File: config.mk
export PLATFORM = sky130hd
export DESIGN_NAME = mem_wb_stage
export DESIGN_NICKNAME = d
export VERILOG_FILES = /design/src/rtl/mips_pipe_pkg.sv /design/src/rtl/mem_wb_reg.sv /design/src/rtl/mem_wb_stage.sv
export SDC_FILE = /design/constraint.sdc
export NUM_CORES = 1
export LEC_CHECK = 0
export BUFFER_PORTS_ARGS = -buffer_cell sky130_fd_sc_hd__buf_4
export CAP_MARGIN = 20
export CORE_UTILIZATION = 48
export CTS_CLUSTER_DIAMETER = 30
export DETAILED_ROUTE_END_ITERATION = 16
export HOLD_SLACK_MARGIN = 0.05
export PLACE_DENSITY = 0.82
export SYNTH_ARGS = -nofsm -noshare
export SYNTH_HDL_FRONTEND = slang
export SYNTH_SLANG_ARGS = --single-unit
File: constraint.sdc
create_clock -name clk -period 2.54 [get_ports clk]
set_clock_uncertainty 0.05 [all_clocks]
set_input_delay 0.254 -clock clk [delete_from_list [all_inputs] [get_ports clk]]
set_output_delay 0.254 -clock clk [all_outputs]
set_load 0.01 [all_outputs]
File: src/rtl/mips_pipe_pkg.sv
`default_nettype none
// ============================================================================
//  Module      : mips_pipe_pkg
//  Description : Shared definitions for the MEM/WB end of the pipeline:
//                default datapath width, MEM-stage FSM encoding and the
//                bubble (NOP) values loaded into the MEM/WB register.
//  Revision    : 1.0 - initial release
// ============================================================================
package mips_pipe_pkg;

    // Default datapath width (data and ALU result)
    localparam int DATA_W = 32;

    // MEM-stage access state machine
    typedef enum logic {
        IDLE = 1'b0,
        WAIT = 1'b1
    } mem_state_t;

    // Bubble values for the MEM/WB control fields; data fields bubble to '0
    localparam logic [4:0] BUBBLE_RW       = 5'd0;
    localparam logic       BUBBLE_REGWRITE = 1'b0;
    localparam logic       BUBBLE_MEMTOREG = 1'b0;

endpackage : mips_pipe_pkg
`default_nettype wire

File: src/rtl/mem_wb_reg.sv
`default_nettype none
// ============================================================================
//  Module      : mem_wb_reg
//  Description : MEM/WB pipeline register. Falling-edge state, synchronous
//                reset, bubble insert (higher priority) and load enable.
//  Revision    : 1.0 - initial release
// ============================================================================
module mem_wb_reg #(
    parameter int DATA_W = mips_pipe_pkg::DATA_W
) (
    input  logic              clk,
    input  logic              Reset,
    input  logic              load_i,
    input  logic              bubble_i,
    input  logic [4:0]        rw_i,
    input  logic              regwrite_i,
    input  logic              memtoreg_i,
    input  logic [DATA_W-1:0] alu_out_i,
    input  logic [DATA_W-1:0] mem_data_i,
    output logic [4:0]        rw_o,
    output logic              regwrite_o,
    output logic              memtoreg_o,
    output logic [DATA_W-1:0] alu_out_o,
    output logic [DATA_W-1:0] mem_data_o
);
    import mips_pipe_pkg::*;

    logic [4:0]        rw_q;
    logic              regwrite_q;
    logic              memtoreg_q;
    logic [DATA_W-1:0] alu_out_q;
    logic [DATA_W-1:0] mem_data_q;

    // Reset clears, bubble inserts a NOP, load captures, otherwise hold
    always_ff @(negedge clk) begin
        if (Reset || bubble_i) begin
            rw_q       <= BUBBLE_RW;
            regwrite_q <= BUBBLE_REGWRITE;
            memtoreg_q <= BUBBLE_MEMTOREG;
            alu_out_q  <= '0;
            mem_data_q <= '0;
        end else if (load_i) begin
            rw_q       <= rw_i;
            regwrite_q <= regwrite_i;
            memtoreg_q <= memtoreg_i;
            alu_out_q  <= alu_out_i;
            mem_data_q <= mem_data_i;
        end
    end

    assign rw_o       = rw_q;
    assign regwrite_o = regwrite_q;
    assign memtoreg_o = memtoreg_q;
    assign alu_out_o  = alu_out_q;
    assign mem_data_o = mem_data_q;

endmodule : mem_wb_reg
`default_nettype wire

File: src/rtl/mem_wb_stage.sv
`default_nettype none
// ============================================================================
//  Module      : mem_wb_stage
//  Description : MEM stage. Runs the data-memory access for the EX/MEM
//                instruction over a ready/valid port, stalls upstream during
//                wait states, aborts after TIMEOUT wait cycles and fills the
//                MEM/WB register that drives the writeback bus.
//  Revision    : 1.0 - initial release
// ============================================================================
module mem_wb_stage #(
    parameter int DATA_W  = mips_pipe_pkg::DATA_W,
    parameter int TIMEOUT = 15
) (
    input  logic              clk,
    input  logic              Reset,
    input  logic [DATA_W-1:0] Data_Memory_Input_EX_MEM,
    input  logic [DATA_W-1:0] ALU_OUT_EX_MEM,
    input  logic [4:0]        RW_EX_MEM,
    input  logic              MemToReg_EX_MEM,
    input  logic              RegWrite_EX_MEM,
    input  logic              MemRead_EX_MEM,
    input  logic              MemWrite_EX_MEM,
    input  logic              DataMemForwardCtrl_MEM_EX_MEM,
    output logic              Mem_Req,
    output logic              Mem_WE,
    output logic [DATA_W-1:0] Mem_Addr,
    output logic [DATA_W-1:0] Mem_WData,
    input  logic              Mem_Ready,
    input  logic [DATA_W-1:0] Mem_RData,
    output logic              Stall_MEM,
    output logic              Mem_Error,
    output logic [4:0]        RW_MEM_WB,
    output logic              RegWrite_MEM_WB,
    output logic              MemToReg_MEM_WB,
    output logic [DATA_W-1:0] ALU_OUT_MEM_WB,
    output logic [DATA_W-1:0] Mem_Data_MEM_WB,
    output logic [DATA_W-1:0] BusW_MEM_WB
);
    import mips_pipe_pkg::*;

    localparam int               CNT_W     = $clog2(TIMEOUT + 1);
    localparam logic [CNT_W-1:0] C_TIMEOUT = CNT_W'(TIMEOUT);

    mem_state_t        state_q, state_d;
    logic [CNT_W-1:0]  cnt_q, cnt_d;
    logic              err_q, err_d;
    logic              req_we_q;
    logic [DATA_W-1:0] req_addr_q;
    logic [DATA_W-1:0] req_wdata_q;

    logic              w_access;
    logic              w_latch;
    logic              w_load;
    logic              w_bubble;
    logic              w_regwrite;
    logic [DATA_W-1:0] w_alu_out;
    logic [DATA_W-1:0] w_mem_data;
    logic [DATA_W-1:0] w_issue_wdata;

    assign w_access      = MemRead_EX_MEM | MemWrite_EX_MEM;
    // Forwarded store data is taken from the current writeback bus at issue
    assign w_issue_wdata = DataMemForwardCtrl_MEM_EX_MEM ? BusW_MEM_WB
                                                         : Data_Memory_Input_EX_MEM;

    // Next-state, memory port, stall and MEM/WB load/bubble decisions
    always_comb begin
        state_d    = state_q;
        cnt_d      = cnt_q;
        err_d      = err_q;
        w_latch    = 1'b0;
        w_load     = 1'b0;
        w_bubble   = 1'b0;
        w_regwrite = RegWrite_EX_MEM;
        w_alu_out  = ALU_OUT_EX_MEM;
        w_mem_data = '0;
        Mem_Req    = 1'b0;
        Mem_WE     = MemWrite_EX_MEM;
        Mem_Addr   = ALU_OUT_EX_MEM;
        Mem_WData  = w_issue_wdata;
        Stall_MEM  = 1'b0;

        unique case (state_q)
            IDLE: begin
                if (w_access) begin
                    Mem_Req = 1'b1;
                    if (Mem_Ready) begin
                        // Zero-wait access completes in the issue cycle
                        w_load     = 1'b1;
                        w_mem_data = MemWrite_EX_MEM ? '0 : Mem_RData;
                    end else begin
                        Stall_MEM = 1'b1;
                        w_bubble  = 1'b1;
                        w_latch   = 1'b1;
                        cnt_d     = '0;
                        state_d   = WAIT;
                    end
                end else begin
                    w_load = 1'b1;
                end
            end
            WAIT: begin
                // Memory sees only the request captured at issue
                Mem_Req   = 1'b1;
                Mem_WE    = req_we_q;
                Mem_Addr  = req_addr_q;
                Mem_WData = req_wdata_q;
                w_alu_out = req_addr_q;
                if (Mem_Ready) begin
                    w_load     = 1'b1;
                    w_mem_data = req_we_q ? '0 : Mem_RData;
                    state_d    = IDLE;
                end else if (cnt_q == C_TIMEOUT) begin
                    // Abort: retire the instruction without a register write
                    w_load     = 1'b1;
                    w_regwrite = 1'b0;
                    err_d      = 1'b1;
                    state_d    = IDLE;
                end else begin
                    Stall_MEM = 1'b1;
                    w_bubble  = 1'b1;
                    cnt_d     = cnt_q + 1'b1;
                end
            end
            default: begin
                state_d = IDLE;
            end
        endcase

        if (Reset) begin
            Mem_Req   = 1'b0;
            Stall_MEM = 1'b0;
        end
    end

    // FSM state, wait counter, sticky error and issue-time request latch
    always_ff @(negedge clk) begin
        if (Reset) begin
            state_q     <= IDLE;
            cnt_q       <= '0;
            err_q       <= 1'b0;
            req_we_q    <= 1'b0;
            req_addr_q  <= '0;
            req_wdata_q <= '0;
        end else begin
            state_q <= state_d;
            cnt_q   <= cnt_d;
            err_q   <= err_d;
            if (w_latch) begin
                req_we_q    <= MemWrite_EX_MEM;
                req_addr_q  <= ALU_OUT_EX_MEM;
                req_wdata_q <= w_issue_wdata;
            end
        end
    end

    assign Mem_Error = err_q;

    mem_wb_reg #(
        .DATA_W (DATA_W)
    ) u_mem_wb_reg (
        .clk        (clk),
        .Reset      (Reset),
        .load_i     (w_load),
        .bubble_i   (w_bubble),
        .rw_i       (RW_EX_MEM),
        .regwrite_i (w_regwrite),
        .memtoreg_i (MemToReg_EX_MEM),
        .alu_out_i  (w_alu_out),
        .mem_data_i (w_mem_data),
        .rw_o       (RW_MEM_WB),
        .regwrite_o (RegWrite_MEM_WB),
        .memtoreg_o (MemToReg_MEM_WB),
        .alu_out_o  (ALU_OUT_MEM_WB),
        .mem_data_o (Mem_Data_MEM_WB)
    );

    assign BusW_MEM_WB = MemToReg_MEM_WB ? Mem_Data_MEM_WB : ALU_OUT_MEM_WB;

endmodule : mem_wb_stage
`default_nettype wire

==> metrics, run 1 <==
status=stopped before the end; Stopped at=global routing; stop err=[ERROR DPL-0038] Utilization greater than 100%, impossible to legalize; Avg Inst Size Synth=9.365 um2; gpl congestion=0.9899; largest family of logic cells by synthesized area=multiplexers; CTS sink count=142; mapped cell area=5966 um2; Rows=40; Starting Density=49.46%; Yosys reg bits=142; total CTS buffers=17; post-DP HPWL=16,780 um; CTS Hold Buffers Added=0; Max clock buf depth=2; top-level I/O count=280; synth warn=0; Worst EP Category=output port; post-synthesis sequential area ratio=a little under half; die outline width=113.5 um; Die H=113.5 um; I/O Buffers=about 280; H-tree depth=4; pin count of the biggest net entering global routing=65; Setup WS pre-CTS=-0.4585 ns; post-synthesis simple-gate area fraction=around 16%; placed cells=1,162; xor and xnor area share after synthesis=0%; post-synthesis mux area share=between 10% and 20%; Yosys cell types=37; compound-cell area share of the yosys netlist=13.09%; last worst endpoint in the global-route repair_timing=Mem_WData[21]; Syn Inst Count=637; CTS Root Cell=clkbuf_16; post-synthesis adder-cell area fraction=less than 1%; Mapped Nets=around 750
[stage by stage]
step           hold WS [ns]  cell area (um2)
2_1_floorplan        0.4002             6374
3_5_place_dp         0.4167             9443
3_3_place_gp         0.4075             9443
4_1_cts              0.4251            11270
[synth_stat cells]
cell type	instances	share of area, %
nor2_2	1	0.10
mux2i_1	33	5.5
a211o_1	1	0.15
nand4_1	2	0.21
o22ai_1	32	3.4
buf_1	1	0.063
or2_1	2	0.21
a211oi_4	1	0.34
o211a_1	1	0.17
buf_2	20	1.7
inv_2	1	0.063
o21ai_1	10	0.84
and4_1	1	0.15
buf_6	3	0.57
o21ai_0	55	4.6
nand3_1	34	2.9
dfxtp_1	142	48
mux2_2	56	11
or3b_1	1	0.15
buf_4	3	0.38
a31oi_1	1	0.10
ha_1	1	0.21
nor2b_1	32	3.4
o31ai_1	3	0.38
nor2_1	10	0.63
a21oi_1	36	3.0
mux2_1	9	1.7
nor4_1	4	0.42
or3_1	1	0.10
nor3_2	1	0.17
nand2_1	66	4.2
and2_1	32	3.4
nand4b_1	1	0.15
nand2b_1	1	0.10
inv_1	9	0.57
clkbuf_1	29	1.8
o211ai_1	1	0.13
[what timing repair did]
| item | CTS |
|---|---|
| resized for setup | 199 |
| buffers inserted | 4 |
| pin swaps | 2 |
| cloned | 2 |
| setup endpoints to repair | 147 |
| endpoints found under the hold margin | 0 |
[kinds of logic after synthesis]
family | count (synthesis)
AOI/OAI and AO/OA | 141
adders and majority gates | 1
buffers and inverters | 66
DFF | 142
muxes | 98
and+or+nand+nor | 189
==> run 2: changes to the inputs <==
Settings changed: CORE_UTILIZATION 48 to 33, CTS_CLUSTER_DIAMETER 30 to default, HOLD_SLACK_MARGIN 0.05 to default, PLACE_DENSITY 0.82 to default, PLACE_DENSITY_LB_ADDON from default to 0.15.
==> metrics, run 2 <==
via density per instance=4.774; max-cap viol count=0; share of layout cells above drive strength 1=51.32%; Yosys cell types=37 (unchanged); Post-DRT Antenna Nets=0; clk_lat worst skew=0.46 ns; Async SR Flop Fraction=0% (unchanged); failing checks=negative setup slack; DR iter-0 viols=~360; Hold WC Path Type=reg2reg; initial antenna violation count=1; most common cell in the netlist=dfxtp_1; gpl congestion=0.8334 (-16%); Hold Crit Start=Mem_Error$_SDFFE_NP0P_; Worst EP required=2.24 ns; die outline width=136.5 um (+20%); reg-to-reg endpoint=u_mem_wb_reg.mem_data_o[12]$_SDFFE_NP0P_; Critical R2R Launch=state_q$_DFF_N_; Worst Hold Path EP=Mem_Error$_SDFFE_NP0P_; Max clock buf depth=2 (unchanged); drt pass-1 iters=5; Worst Hold Path Cells=2; final setup TNS=-61.97 ns; Register Area=a little under 3000 um2; Rows=48 (+20%); Power Total=a little over 7000 uW; vias in the first global route=between 6,000 and 7,000; CTS clock-pin slew for the worst setup and hold paths=0.03 ns; top-level I/O count=280 (unchanged); CTS tree=yes; Least-Margin Pin Slew=0.3522 ns; Ant. Diodes=0; synth warn=0 (unchanged); final worst-path setup slack=-0.8503 ns; Layout Nets=around 1,300; I/O Buffers=279 (unchanged); Starting Density=34.14% (-15 points); leakage=roughly 0.0057 uW; Fillers=between 1,000 and 1,500; Pwr Density=625.2 nW/um2; Yosys reg bits=142 (unchanged); CP startpoint kind=register; vias post-DR=6,684; Final Max Slew Viols=0; Setup CP Type=reg2out; Mapped Nets=747 (unchanged); H-tree depth=4 (unchanged); CTS Root Cell=clkbuf_16; CTS Hold Buffers Added=0 (unchanged); core area=~17,000 um2; most common cell after layout, fill and taps aside=buf_4; status=complete, but fails checks; RSZ-0062 raised after global routing=true; final wirelength=22,510 um; critical-path maximum fanout=11; multi-input logic area=3341 um2; first-pass GRT wire length=33,350 um; Yosys top cell by area=dfxtp_1; All-Layer GR Usage=23.70%; Layout Utilization=about two thirds; die outline area=18,620 um2; Syn Inst Count=637 (unchanged); Post-synth EDFFs=0 (unchanged); reg-to-reg slack, setup=between 0.6 and 0.7 ns; # DRC=0; total CTS buffers=17 (unchanged); Post-synth top cells=dfxtp_1 (142), nand2_1 (66), mux2_2 (56), o21ai_0 (55), a21oi_1 (36); crit end category=output pin; Avg WL per Cell=16.08 um; pin count of the biggest net entering global routing=65; grt ovf=0; FF-to-FF path depth=7; Final Hold Vio Count=0; placed cells=1,189 (+2.3%); final setup fails=126; post-DP HPWL=15,460 um (-7.9%); fin cells=roughly 1,400; WHS=between 0.4 and 0.5 ns; post-synthesis sequential area ratio=47.65% (unchanged); Arr. time, crit path=3.09 ns; slew margin rel.=76.52%; largest cells by area after synthesis=dfxtp_1 (48%), mux2_2 (11%), mux2i_1 (5.5%), o21ai_0 (4.6%), nand2_1 (4.2%); Main synth FF type=dfxtp_1; VDD IR-drop max=495.8 uV; mapped cell area=5966 um2 (unchanged); Die H=136.5 um (+20%); Avg Inst Size Synth=9.365 um2 (unchanged); Syn-to-layout area delta=94.32%; share of the synthesized area in the top cell type=47.65% (unchanged); most frequent cells in the layout=buf_4 (280), inv_1 (150), buf_6 (119); CTS sink count=142 (unchanged)
run 2: what timing repair did:
action	CTS	global route
endpoints found under the hold margin	0	0
cloned	2	1
buffers inserted	28	22
pin swaps	1	2
endpoints found under the setup margin	135	144
gates resized for setup	185	49
run 2: kinds of logic (layout without fill, tap and decap cells):
logic type | count (synthesis) | count (layout) | synth area share [%]
flip-flops | 142 | 142 | 47.65
buffers and inverters | 66 | 604 | 5.138
AO/OA/AOI/OAI | 141 | 141 | 13.09
multiplexers | 98 | 98 | 17.81
AND/OR/NAND/NOR | 189 | 189 | 16.11
adder cells (fa/ha/maj) | 1 | 1 | 0.2097
run 2: how the worst max path moves through the flow:
| stage | start | endpoint | cells past startpoint |
|---|---|---|---|
| final | u_mem_wb_reg.memtoreg_o$_SDFFE_NP0P_ | Mem_WData[27] | 5 |
| after global routing | u_mem_wb_reg.memtoreg_o$_SDFFE_NP0P_ | Mem_WData[27] | 5 |
| after CTS | u_mem_wb_reg.memtoreg_o$_SDFFE_NP0P_ | Mem_WData[8] | 5 |
| after detailed placement | u_mem_wb_reg.memtoreg_o$_SDFFE_NP0P_ | Mem_WData[14] | 5 |
| after global placement | u_mem_wb_reg.memtoreg_o$_SDFFE_NP0P_ | Mem_WData[14] | 5 |
| after floorplan | u_mem_wb_reg.memtoreg_o$_SDFFE_NP0P_ | Mem_WData[10] | 5 |
run 2: routing by layer:
| metal | track usage, % | vias up | part of all wire (%) |
|---|---|---|---|
| li1 | - | 3273 | - |
| met1 | 28.69 | 3180 | 44 |
| met2 | 37.31 | 210 | 50 |
| met3 | 8.352 | 19 | 4.8 |
| met4 | 11.23 | 2 | 1.1 |
| met5 | 0 | - | 0.049 |
run 2: worst max-delay path: stages, from the launching register on:
cell     delay (ns)
dfxtp_4        0.38
buf_12         0.16
mux2_4         0.33
mux2i_1        0.23
o21ai_1        0.11
buf_4          0.15
run 2: where the power goes:
part           leakage (uW)  internal, uW  total, uW  switching (uW)
Sequential          0.00118          2350       2420            67.4
Clock               0.00106          1790       3430            1640
Combinational       0.00347           819       1400             576
Total               0.00571          4960       7250            2290
run 2: cell type report:
class / count / area share (%)
Clock buffer: 17 / 3.670
Tap cell: 225 / 2.428
Sequential cell: 142 / 25.14
Timing Repair Buffer: 421 / 33.51
Inverter: 9 / 0.2914
Clock inverter: 157 / 6.141
Multi-Input combinational cell: 429 / 28.82
run 2: stage by stage:
| step | area [um2] | setup WS, ns |
|---|---|---|
| floorplan | 6374 | -0.2941 |
| global placement | 9326 | -0.4277 |
| detailed placement | 9326 | -0.4396 |
| CTS | 11290 | -0.8296 |
| global route | 11590 | -0.9111 |
| finish | 11590 | -0.8503 |
(Power assumes the default switching activity.)
==> run 3: changes to the inputs <==
Settings changed: CORE_MARGIN from default to 1.5.
==> metrics, run 3 (same netlist as run 2, synthesis figures left out) <==
die outline width=137.5 um (+0.73%); top-level I/O count=280 (unchanged); total CTS buffers=17 (unchanged); most frequent cells in the layout=buf_4 (272), inv_1 (150), buf_6 (117); sw frac=32.62% (+1.1 points); drt pass-1 iters=5 (unchanged); initial antenna violation count=1 (unchanged); Register Area=2909 um2 (-0.17%); placed cells=1,190 (+0.084%); multi-input logic area=3279 um2 (-1.8%); DR iter-0 viols=268 (-25%); Final Max Slew Viols=0 (unchanged); first-pass GRT wire length=33,570 um (+0.64%); share of layout cells above drive strength 1=50.73% (-0.59 points); Pwr Density=633.6 nW/um2 (+1.4%); I/O Buffers=279 (unchanged); Max clock buf depth=2 (unchanged); CTS tree=yes; Fillers=1,510 (+4.9%); WHS=0.4204 ns (+0.0004120 ns); core area=17,480 um2 (unchanged); Least-Margin Pin Slew=0.3562 ns (+0.004031 ns); failing checks=negative setup slack; sequential power share=33.8% (+0.4 points); Hold WC Path Type=reg2reg; Critical Path Slowest Stage Cell=dfxtp_4; vias post-DR=6,605 (-1.2%); critical-path maximum fanout=11 (unchanged); H-tree depth=4 (unchanged); final setup fails=128 (+1.6%); Rows=48 (unchanged); final worst-path setup slack=-0.8521 ns (-0.001844 ns); Syn-to-layout area delta=89.95%; most common cell after layout, fill and taps aside=buf_4; # DRC=0 (unchanged); Post-Layout Inst Area=11,330 um2 (-2.2%); post-DP HPWL=15,570 um (+0.74%); Starting Density=34.14% (unchanged); via density per instance=4.769 (-0.11%); Clock power frac=47.7% (+0.4 points); CP startpoint kind=register; CTS sink count=142 (unchanged); Die H=137.5 um (+0.73%); Psw=2342 uW (+2.5%); Final Hold Vio Count=0 (unchanged); CTS Hold Buffers Added=0 (unchanged); Combinational Power Share=18.6% (-0.7 points); pin count of the biggest net entering global routing=65 (unchanged); worst path cell trace=buf_12 -> mux2_4 -> mux2i_2 -> o21ai_1 -> buf_4; RSZ-0062 raised after global routing=true; slowest stage delay, CP=0.40 ns (+0.02 ns); Internal=4838 uW (-2.5%); Worst EP required=2.24 ns (about the same); final setup TNS=-63.07 ns (-1.094 ns); vias in the first global route=6,708 (+2.4%); slew margin rel.=76.25% (-0.27 points); leakage=0.005601 uW (-1.9%); Avg WL per Cell=16.30 um (+1.4%); clk_lat worst skew=0.46 ns (about the same); Post-DRT Antenna Nets=0 (unchanged); die outline area=18,890 um2 (+1.5%); Layout Nets=1,256 (-1.3%); reg-to-reg slack, setup=0.70 ns (+0.08 ns); CTS Root Cell=clkbuf_16; DP Area=9296 um2 (-0.32%); max-cap viol count=0 (unchanged); crit end category=output pin; All-Layer GR Usage=23.43% (-0.27 points); VDD IR-drop max=481.7 uV (-2.8%); Setup CP Type=reg2out; gpl congestion=0.8596 (+3.1%); fin cells=1,385 (-1.1%); grt ovf=0 (unchanged); CTS clock-pin slew for the worst setup and hold paths=0.03 ns (about the same); Arr. time, crit path=3.09 ns (about the same); final wirelength=22,580 um (+0.33%); status=complete, but fails checks
-- run 3: critical path, delay by kind of cell, from the launching register on --
kind	cells	cell delay, ns
AOI/OAI and AO/OA	1	0.12
buffers and inverters	2	0.34
DFF	1	0.40
muxes	2	0.52
-- run 3: final timing paths --
check,start,endpoint,cells past startpoint
min,req_addr_q[15]$_SDFFE_NP0P_,req_addr_q[15]$_SDFFE_NP0P_,2
min reg2reg,req_addr_q[15]$_SDFFE_NP0P_,req_addr_q[15]$_SDFFE_NP0P_,2
max,u_mem_wb_reg.memtoreg_o$_SDFFE_NP0P_,Mem_WData[5],5
max reg2reg,state_q$_DFF_N_,u_mem_wb_reg.mem_data_o[5]$_SDFFE_NP0P_,6
-- run 3: what timing repair did --
| action | CTS | global route |
|---|---|---|
| pin swaps | 3 | 2 |
| resized for setup | 168 | 47 |
| gates cloned | 1 | 1 |
| setup endpoints to repair | 134 | 154 |
| setup buffers | 22 | 11 |
-- run 3: final cells by class --
class	count	area share [%]
tap	225	2.484
multi-input combinational	429	28.94
inverter	9	0.2981
clock buffer	17	3.754
timing repair buffer	405	32.54
antenna	1	0.02208
sequential	142	25.67
clock inverter	157	6.293
-- run 3: power groups by stage --
stage / Combinational [uW] / Sequential [uW] / Clock, uW
after floorplan: 535 / 2440 / 340
after global placement: 1160 / 2440 / 340
after detailed placement: 1170 / 2440 / 340
after CTS: 1290 / 2420 / 3540
after global routing: 1420 / 2430 / 3810
final: 1330 / 2420 / 3420
-- run 3: metrics by stage --
step	worst slack, ns	total power [uW]	util, %
after global routing	-0.9012	7657	64.84
after global placement	-0.4280	3940	53.19
after detailed placement	-0.4375	3947	53.19
after floorplan	-0.2941	3317	-
final	-0.8521	7181	64.84
after CTS	-0.8556	7247	63.61
-- run 3: layer usage --
| metal | GRT usage [%] | share of wire, % |
|---|---|---|
| met5 | 0 | 0 |
| met4 | 12.92 | 2.0 |
| met3 | 8.462 | 6.3 |
| met2 | 36.14 | 49 |
| met1 | 28.29 | 43 |
